[config.mk]
export PLATFORM = sky130hd
export DESIGN_NAME = if_fetch_unit
export DESIGN_NICKNAME = d
export VERILOG_FILES = /design/src/rtl/if_fetch_unit.sv
export SDC_FILE = /design/constraint.sdc
export NUM_CORES = 1
export LEC_CHECK = 0
export ABC_AREA = 1
export CELL_PAD_IN_SITES_DETAIL_PLACEMENT = 0
export CELL_PAD_IN_SITES_GLOBAL_PLACEMENT = 1
export CORE_UTILIZATION = 31
export DETAILED_ROUTE_END_ITERATION = 10
export PLACE_DENSITY_LB_ADDON = 0.1
export SYNTH_ARGS = -nofsm -noshare
export SYNTH_HDL_FRONTEND = slang
export SYNTH_SLANG_ARGS = --single-unit
[constraint.sdc]
create_clock -name clk -period 1.74 [get_ports clk]
set_clock_uncertainty 0.1 [all_clocks]
set_input_delay 0.348 -clock clk [delete_from_list [all_inputs] [get_ports clk]]
set_output_delay 0.348 -clock clk [all_outputs]
set_load 0.005 [all_outputs]
[src/rtl/if_fetch_unit.sv]
// if_fetch_unit -- sequential instruction-fetch stage.
//
// Owns the PC, keeps at most one instruction-memory request in flight and
// hands {instruction, PC, next PC} to decode through a single-entry
// valid/ready output register. A redirect from EX/MEM replaces the PC and
// flushes the output register; a response already in flight is dropped.
//
// Optional build macro: IF_PERF_CNT_EN
//   defined   -> fetch_cnt / stall_cnt performance counters are built
//   undefined -> fetch_cnt / stall_cnt are tied to 0
//
// Ports
//   clk, rst_n      clock (rising edge), async active-low reset
//   redirect        take redirect_pc as next PC and flush
//   redirect_pc     branch/jump target
//   imem_req        request pulse, memory accepts imem_addr this cycle
//   imem_addr       fetch address (always equal to PC)
//   imem_rvalid     read data valid
//   imem_rdata      instruction word
//   if_valid        output register holds an instruction
//   if_ins          fetched instruction (NOP_INS when empty)
//   if_pc           address of if_ins
//   if_next_pc      if_pc + PC_STEP
//   id_ready        decode consumes if_* this cycle when if_valid=1
//   fetch_cnt       delivered-instruction count
//   stall_cnt       fetch stall-cycle count
//
// state  | meaning
// -------+-------------------------------------------------------------
// ISSUE  | slot free or being consumed: request the PC unless redirecting
// WAIT   | request outstanding, response will be delivered
// DROP   | request outstanding, response is stale and will be discarded

module if_fetch_unit #(
  parameter int                 ADDR_W   = 32,
  parameter int                 DATA_W   = 32,
  parameter logic [ADDR_W-1:0]  RESET_PC = '0,
  parameter int                 PC_STEP  = 4,
  parameter logic [DATA_W-1:0]  NOP_INS  = '0
) (
  input  logic              clk,
  input  logic              rst_n,
  input  logic              redirect,
  input  logic [ADDR_W-1:0] redirect_pc,
  output logic              imem_req,
  output logic [ADDR_W-1:0] imem_addr,
  input  logic              imem_rvalid,
  input  logic [DATA_W-1:0] imem_rdata,
  output logic              if_valid,
  output logic [DATA_W-1:0] if_ins,
  output logic [ADDR_W-1:0] if_pc,
  output logic [ADDR_W-1:0] if_next_pc,
  input  logic              id_ready,
  output logic [31:0]       fetch_cnt,
  output logic [31:0]       stall_cnt
);

  typedef enum logic [1:0] {
    S_ISSUE = 2'd0,
    S_WAIT  = 2'd1,
    S_DROP  = 2'd2
  } state_t;

  localparam logic [ADDR_W-1:0] STEP = ADDR_W'(PC_STEP);

  state_t            state, state_nxt;
  logic [ADDR_W-1:0] pc, pc_nxt;
  logic [ADDR_W-1:0] pc_seq;
  logic              req_int;
  logic              load;
  logic              consume;

  assign pc_seq    = pc + STEP;
  assign imem_addr = pc;
  // Request is combinational from state; hold it low while reset is asserted.
  assign imem_req  = req_int & rst_n;
  assign consume   = if_valid & id_ready;

  always_ff @(posedge clk or negedge rst_n) begin
    if (!rst_n) begin
      state <= S_ISSUE;
      pc    <= RESET_PC;
    end else begin
      state <= state_nxt;
      pc    <= pc_nxt;
    end
  end

  always_comb begin
    state_nxt = state;
    req_int   = 1'b0;
    load      = 1'b0;
    case (state)
      S_ISSUE: begin
        // Issue only when the output slot is free or drains this cycle.
        if (!redirect && !(if_valid && !id_ready)) begin
          req_int   = 1'b1;
          state_nxt = S_WAIT;
        end
      end
      S_WAIT: begin
        if (redirect) begin
          state_nxt = imem_rvalid ? S_ISSUE : S_DROP;
        end else if (imem_rvalid) begin
          load      = 1'b1;
          state_nxt = S_ISSUE;
        end
      end
      S_DROP: begin
        if (!redirect && imem_rvalid) begin
          state_nxt = S_ISSUE;
        end
      end
      default: state_nxt = S_ISSUE;
    endcase
  end

  always_comb begin
    pc_nxt = pc;
    if (redirect) begin
      pc_nxt = redirect_pc;
    end else if (load) begin
      pc_nxt = pc_seq;
    end
  end

  // Output register. The slot is always free when load fires because
  // issue is gated on a free (or draining) slot.
  always_ff @(posedge clk or negedge rst_n) begin
    if (!rst_n) begin
      if_valid   <= 1'b0;
      if_ins     <= NOP_INS;
      if_pc      <= '0;
      if_next_pc <= '0;
    end else if (redirect) begin
      if_valid <= 1'b0;
      if_ins   <= NOP_INS;
    end else if (load) begin
      if_valid   <= 1'b1;
      if_ins     <= imem_rdata;
      if_pc      <= pc;
      if_next_pc <= pc_seq;
    end else if (consume) begin
      if_valid <= 1'b0;
      if_ins   <= NOP_INS;
    end
  end

`ifdef IF_PERF_CNT_EN
  logic stall_cyc;

  assign stall_cyc = (state == S_ISSUE) ? !req_int : !imem_rvalid;

  always_ff @(posedge clk or negedge rst_n) begin
    if (!rst_n) begin
      fetch_cnt <= '0;
      stall_cnt <= '0;
    end else begin
      if (consume && !redirect) begin
        fetch_cnt <= fetch_cnt + 32'd1;
      end
      if (stall_cyc) begin
        stall_cnt <= stall_cnt + 32'd1;
      end
    end
  end
`else
  assign fetch_cnt = '0;
  assign stall_cnt = '0;
`endif

endmodule

======== Word level (Yosys, flattened, before mapping) ========
Index checks and enable logic that the tools add are counted.
storage, ports and cells
  register bits ........................... 131
  bits of input ports ..................... 69
  output and inout port bits .............. 194
  word-level logic and storage cells ...... 45
operators by class
  $add $sub $neg .......................... 1
  eq/ne operators ......................... 5
  muxes and demuxes ....................... 19
  bitwise logic cells ..................... 3
  reduce and logical (&&, ||, !) cells .... 11
operators with widths
  cell                                                 number
  two-way mux 32 bit                                   5
  adder 32 x 3 -> 32 bit, second input constant        1
  two-way mux 2 bit                                    5
  two-way mux 1 bit                                    8
  case mux 2 bit (3 select lines)                      1
  != test 2 bit, second input constant                 2
  logical AND 1 bit                                    3
  zero test 1 bit                                      3
  != test 3 bit, second input constant                 1
  AND reduction 3 bit                                  1
  nonzero test 3 bit                                   1
  bitwise AND 1 bit                                    2
  equality test 2 x 1 -> 1 bit, second input constant  1
  equality test 2 bit, second input constant           1
  zero test 2 bit                                      1
  AND reduction 2 bit                                  1
  nonzero test 2 bit                                   1
  NOT 1 bit                                            1

======== Logic depth before layout (Yosys ltp) ========
  depth in word-level cells ............... 7
  mapped depth ............................ 10

======== Least setup slack after synthesis ========
OpenSTA, ideal clock, no wires.
  kind .................................... flip-flop to flip-flop
  start ................................... reg pc[3], in the netlist imem_addr[3]
  end ..................................... reg if_next_pc[30]
  setup time .............................. 117 ps
  arrival ................................. 1286 ps
  slack ................................... 236 ps
  stages on the path, launching flop included .. 9
  buffers on the path ..................... 0
  period minus slack after synthesis ...... 1504 ps
  cell sequence ........................... dfrtp_1 ha_1 inv_1 nor2_8 nand2_8 nor2_2 nand3_1 nand3_2 nand2_1
on the way
  longest elaborated chain between the ends .. 1
RTL lines
  element                   RTL line  source
  start: declaration        67        logic [ADDR_W-1:0] pc, pc_nxt;
  start signal: assignment  85        pc <= pc_nxt;
  adder 32 x 3 -> 32 bit    73        assign pc_seq = pc + STEP;
  end signal: assignment    142       if_next_pc <= pc_seq;
  end: declaration          52        output logic [ADDR_W-1:0] if_next_pc,
No other way between the ends.
A chain may end at the register's enable or synchronous reset.

======== Worst setup path after layout ========
  start ................................... reg if_next_pc[27]
  end ..................................... out if_next_pc[27]
No word-level cell between the ends.

==> metrics.yaml <==
n_fill_cell: 2082
relSlewSlack_pct: 51.2
clk_latency_ps: 410
setup_viol: 0
endpoint: "if_next_pc[27]"
cts_tree: "yes"
fin_crit_ps: 1700
via_per_inst: 4.26
fp.dieH_um: 146
io_pins: 263
hold_depth: 3
required_ps: 1290
crit_type: "flip-flop to primary output"
clock-sinks: 129
critPathBufInv: 1
crit_start: "if_next_pc[27]"
max_freq_mhz: 589
place_area_sq_mm: 0.00861
rrSetupSlack_ps: 90
synth_seq_cells: 129
rr_startpoint: "state[1]"
outcome: "completed"
coreArea_sq_mm: 0.0203
overflow: 0
rsz0062_at_grt: "true"
ant_nets: 0
drt_wl_total_um: 19400
worstReg2RegEnd: "imem_addr[29]"
portBuffers: 198
crit_family: "buffers and inverters"
start_util_pct: 31.6
cts-root-buf: "clkbuf_16"
worstRegToRegCells: 10
antenna_found_initial: 0
hpwl_um: 13200
tightest_slew_ps: 732
crit_cells: 1
first_pass_iters: 4
multi_input_area_sq_mm: 0.00255
startpoint_type: "flip-flop"
path_cells: "clkdlybuf4s50_1"
remaining_drc_errors: 0
fin_crit_sh_pct: 97.5
initialDrtViolationCount: 282
synth-seq-area-share_pct: 50.3
syn_area_sq_mm: 0.00642
cts-htree-levels: 4
cp.arrival_ps: 1250
finalHoldViolCount: 0
layout.nets: 1118
path_clk_slew_ps: 60
place.gp.congestion: 0.757
grt_pass1_wl_um: 30600
critPathMaxStageDelay_ps: 500
first_global_vias: 5497
syn_avg_cell_area_sq_um: 8.13
grt_max_degree: 130
layout.area.seq_sq_mm: 0.00324
drv_slew: 0
die_w_um: 146
clk_path_buf_depth: 2
diodes: 0
peakVddDrop_mv: 0.622
grt.total_usage_pct: 18.7
cellLeakagePower_uw: 0.00567
power.density_mw_per_mm2: 1190
cts_buffers: 17
wire_per_inst_um: 14.6
synth_cells: 790
utilization_pct: 47.4
synth.distinct_cells: 28
drive_above_1_share_pct: 14.1
rows: 52
die_area_sq_mm: 0.0213
routed-via-count: 5670
design_area_sq_mm: 0.00963
yosys_warnings: 0
drv_cap: 0
cp_slowest_cell: "clkdlybuf4s50_1"
hold_class: "input pin to flip-flop"
syn2layout_area_growth_pct: 49.9
path_max_fanout: 2
endpoint_kind: "primary output"
where the power goes:
part           internal [uW]  total, uW  switching (uW)  leakage, uW
registers               3860       4360             493      0.00164
logic                   1950       3560            1610      0.00375
clock network           2260       3580            1320     0.000289
total                   8070      11500            3420      0.00567
final cells by class:
| class | instances | share of cell area, % |
|---|---|---|
| Sequential cell | 129 | 33.7 |
| Clock buffer | 23 | 5.07 |
| Tap cell | 270 | 3.51 |
| Timing Repair Buffer | 273 | 27.8 |
| Multi-Input combinational cell | 569 | 26.5 |
| Clock inverter | 9 | 1.08 |
| Inverter | 58 | 2.31 |
worst min-delay path by stage:
stage	slack, ps	endpoint	from
3_5_place_dp	360	if_pc[8]	if_pc[8]
6_report	150	state[1]	redirect
5_1_grt	150	state[1]	redirect
3_3_place_gp	350	if_pc[8]	if_pc[8]
4_1_cts	140	state[1]	redirect
2_1_floorplan	-50	if_ins[0]	rst_n
stage by stage:
stage          cells  hold slack, ps  TNS (ps)  total power, uW  setup WS [ps]
6_report        1331             153         0            11500           43.0
3_3_place_gp    1251             355    -15780             8110           -241
2_1_floorplan    853           -47.6         0             5750            236
4_1_cts         1315             140     -48.2            11600          -48.2
5_1_grt         1331             146     -56.0            12300          -36.6
3_5_place_dp    1251             358    -16060             8120           -253
tightest hold or removal path: cells and delay by family:
| kind | cells | cell delay, ps |
|---|---|---|
| buffers and inverters | 2 | 190 |
| AOI/OAI and AO/OA | 1 | 80 |
flip-flops by register name, indices dropped and copies added (netlist names):
name        cells
if_pc          32
state           2
imem_addr      32
if_valid        1
if_next_pc     30
if_ins         32
Yosys cell counts (all sizes together):
library cell / n / share of area, %
a21oi: 1 / 0.078
o211ai: 3 / 0.35
conb: 1 / 0.058
nor2: 47 / 4.4
nand3: 81 / 6.6
buf: 87 / 9.9
o31ai: 3 / 0.35
clkbuf: 10 / 0.58
dfrtp: 129 / 50
inv: 58 / 3.4
xor2: 5 / 0.68
ha: 1 / 0.19
xnor2: 2 / 0.27
nand2: 308 / 19
o21ai: 52 / 4.1
and2: 2 / 0.19
repair_timing:
| action | in CTS | in global routing |
|---|---|---|
| cloned | 0 | 1 |
| endpoints found under the setup margin | 84 | 59 |
| hold endpoints to repair | 33 | 0 |
| hold buffers | 1 | 0 |
| resized for setup | 89 | 60 |
| setup buffers | 31 | 15 |
| pin swaps | 0 | 5 |
cells by family (layout without fill, tap and decap cells):
| logic type | Yosys count | after routing | synth area share, % |
|---|---|---|---|
| and+or+nand+nor | 438 | 438 | 29.8 |
| buffers and inverters | 155 | 363 | 13.9 |
| DFF | 129 | 129 | 50.3 |
| AOI/OAI and AO/OA | 59 | 59 | 4.83 |
| xor gates and xnor gates | 7 | 7 | 0.955 |
| adders and majority gates | 1 | 1 | 0.195 |
| other | 1 | 64 | 0.0584 |
metal layers:
| metal | share of wire, % | track usage (%) | up-vias |
|---|---|---|---|
| met1 | 49 | 26.9 | 2622 |
| met4 | 0.86 | 4.79 | 0 |
| li1 | - | - | 2859 |
| met5 | 0 | 0 | - |
| met2 | 45 | 28.2 | 176 |
| met3 | 4.9 | 4.23 | 13 |
cell usage in the layout, fill, tap and decap left out, types with 3 or more instances in the layout:
| cell type | synthesis | routed |
|---|---|---|
| clkdlybuf4s50_1 | 0 | 69 |
| o21ai_0 | 23 | 22 |
| clkbuf_8 | 0 | 4 |
| buf_12 | 0 | 8 |
| buf_4 | 77 | 65 |
| o31ai_1 | 3 | 3 |
| conb_1 | 1 | 64 |
| nand2_1 | 300 | 300 |
| nand2_2 | 6 | 6 |
| dfrtp_1 | 129 | 118 |
| dfrtp_2 | 0 | 11 |
| o211ai_1 | 3 | 3 |
| xor2_1 | 5 | 5 |
| nor2_2 | 4 | 5 |
| nor2_4 | 6 | 8 |
| nand3_1 | 77 | 77 |
| nor2_1 | 34 | 31 |
| nor2_8 | 3 | 3 |
| dlymetal6s2s_1 | 0 | 49 |
| inv_1 | 55 | 55 |
| clkinv_2 | 0 | 4 |
| nand3_2 | 4 | 4 |
| o21ai_1 | 29 | 30 |
| dlygate4sd2_1 | 0 | 76 |
| clkbuf_16 | 0 | 18 |
Power figures use the tool's default switching activity.
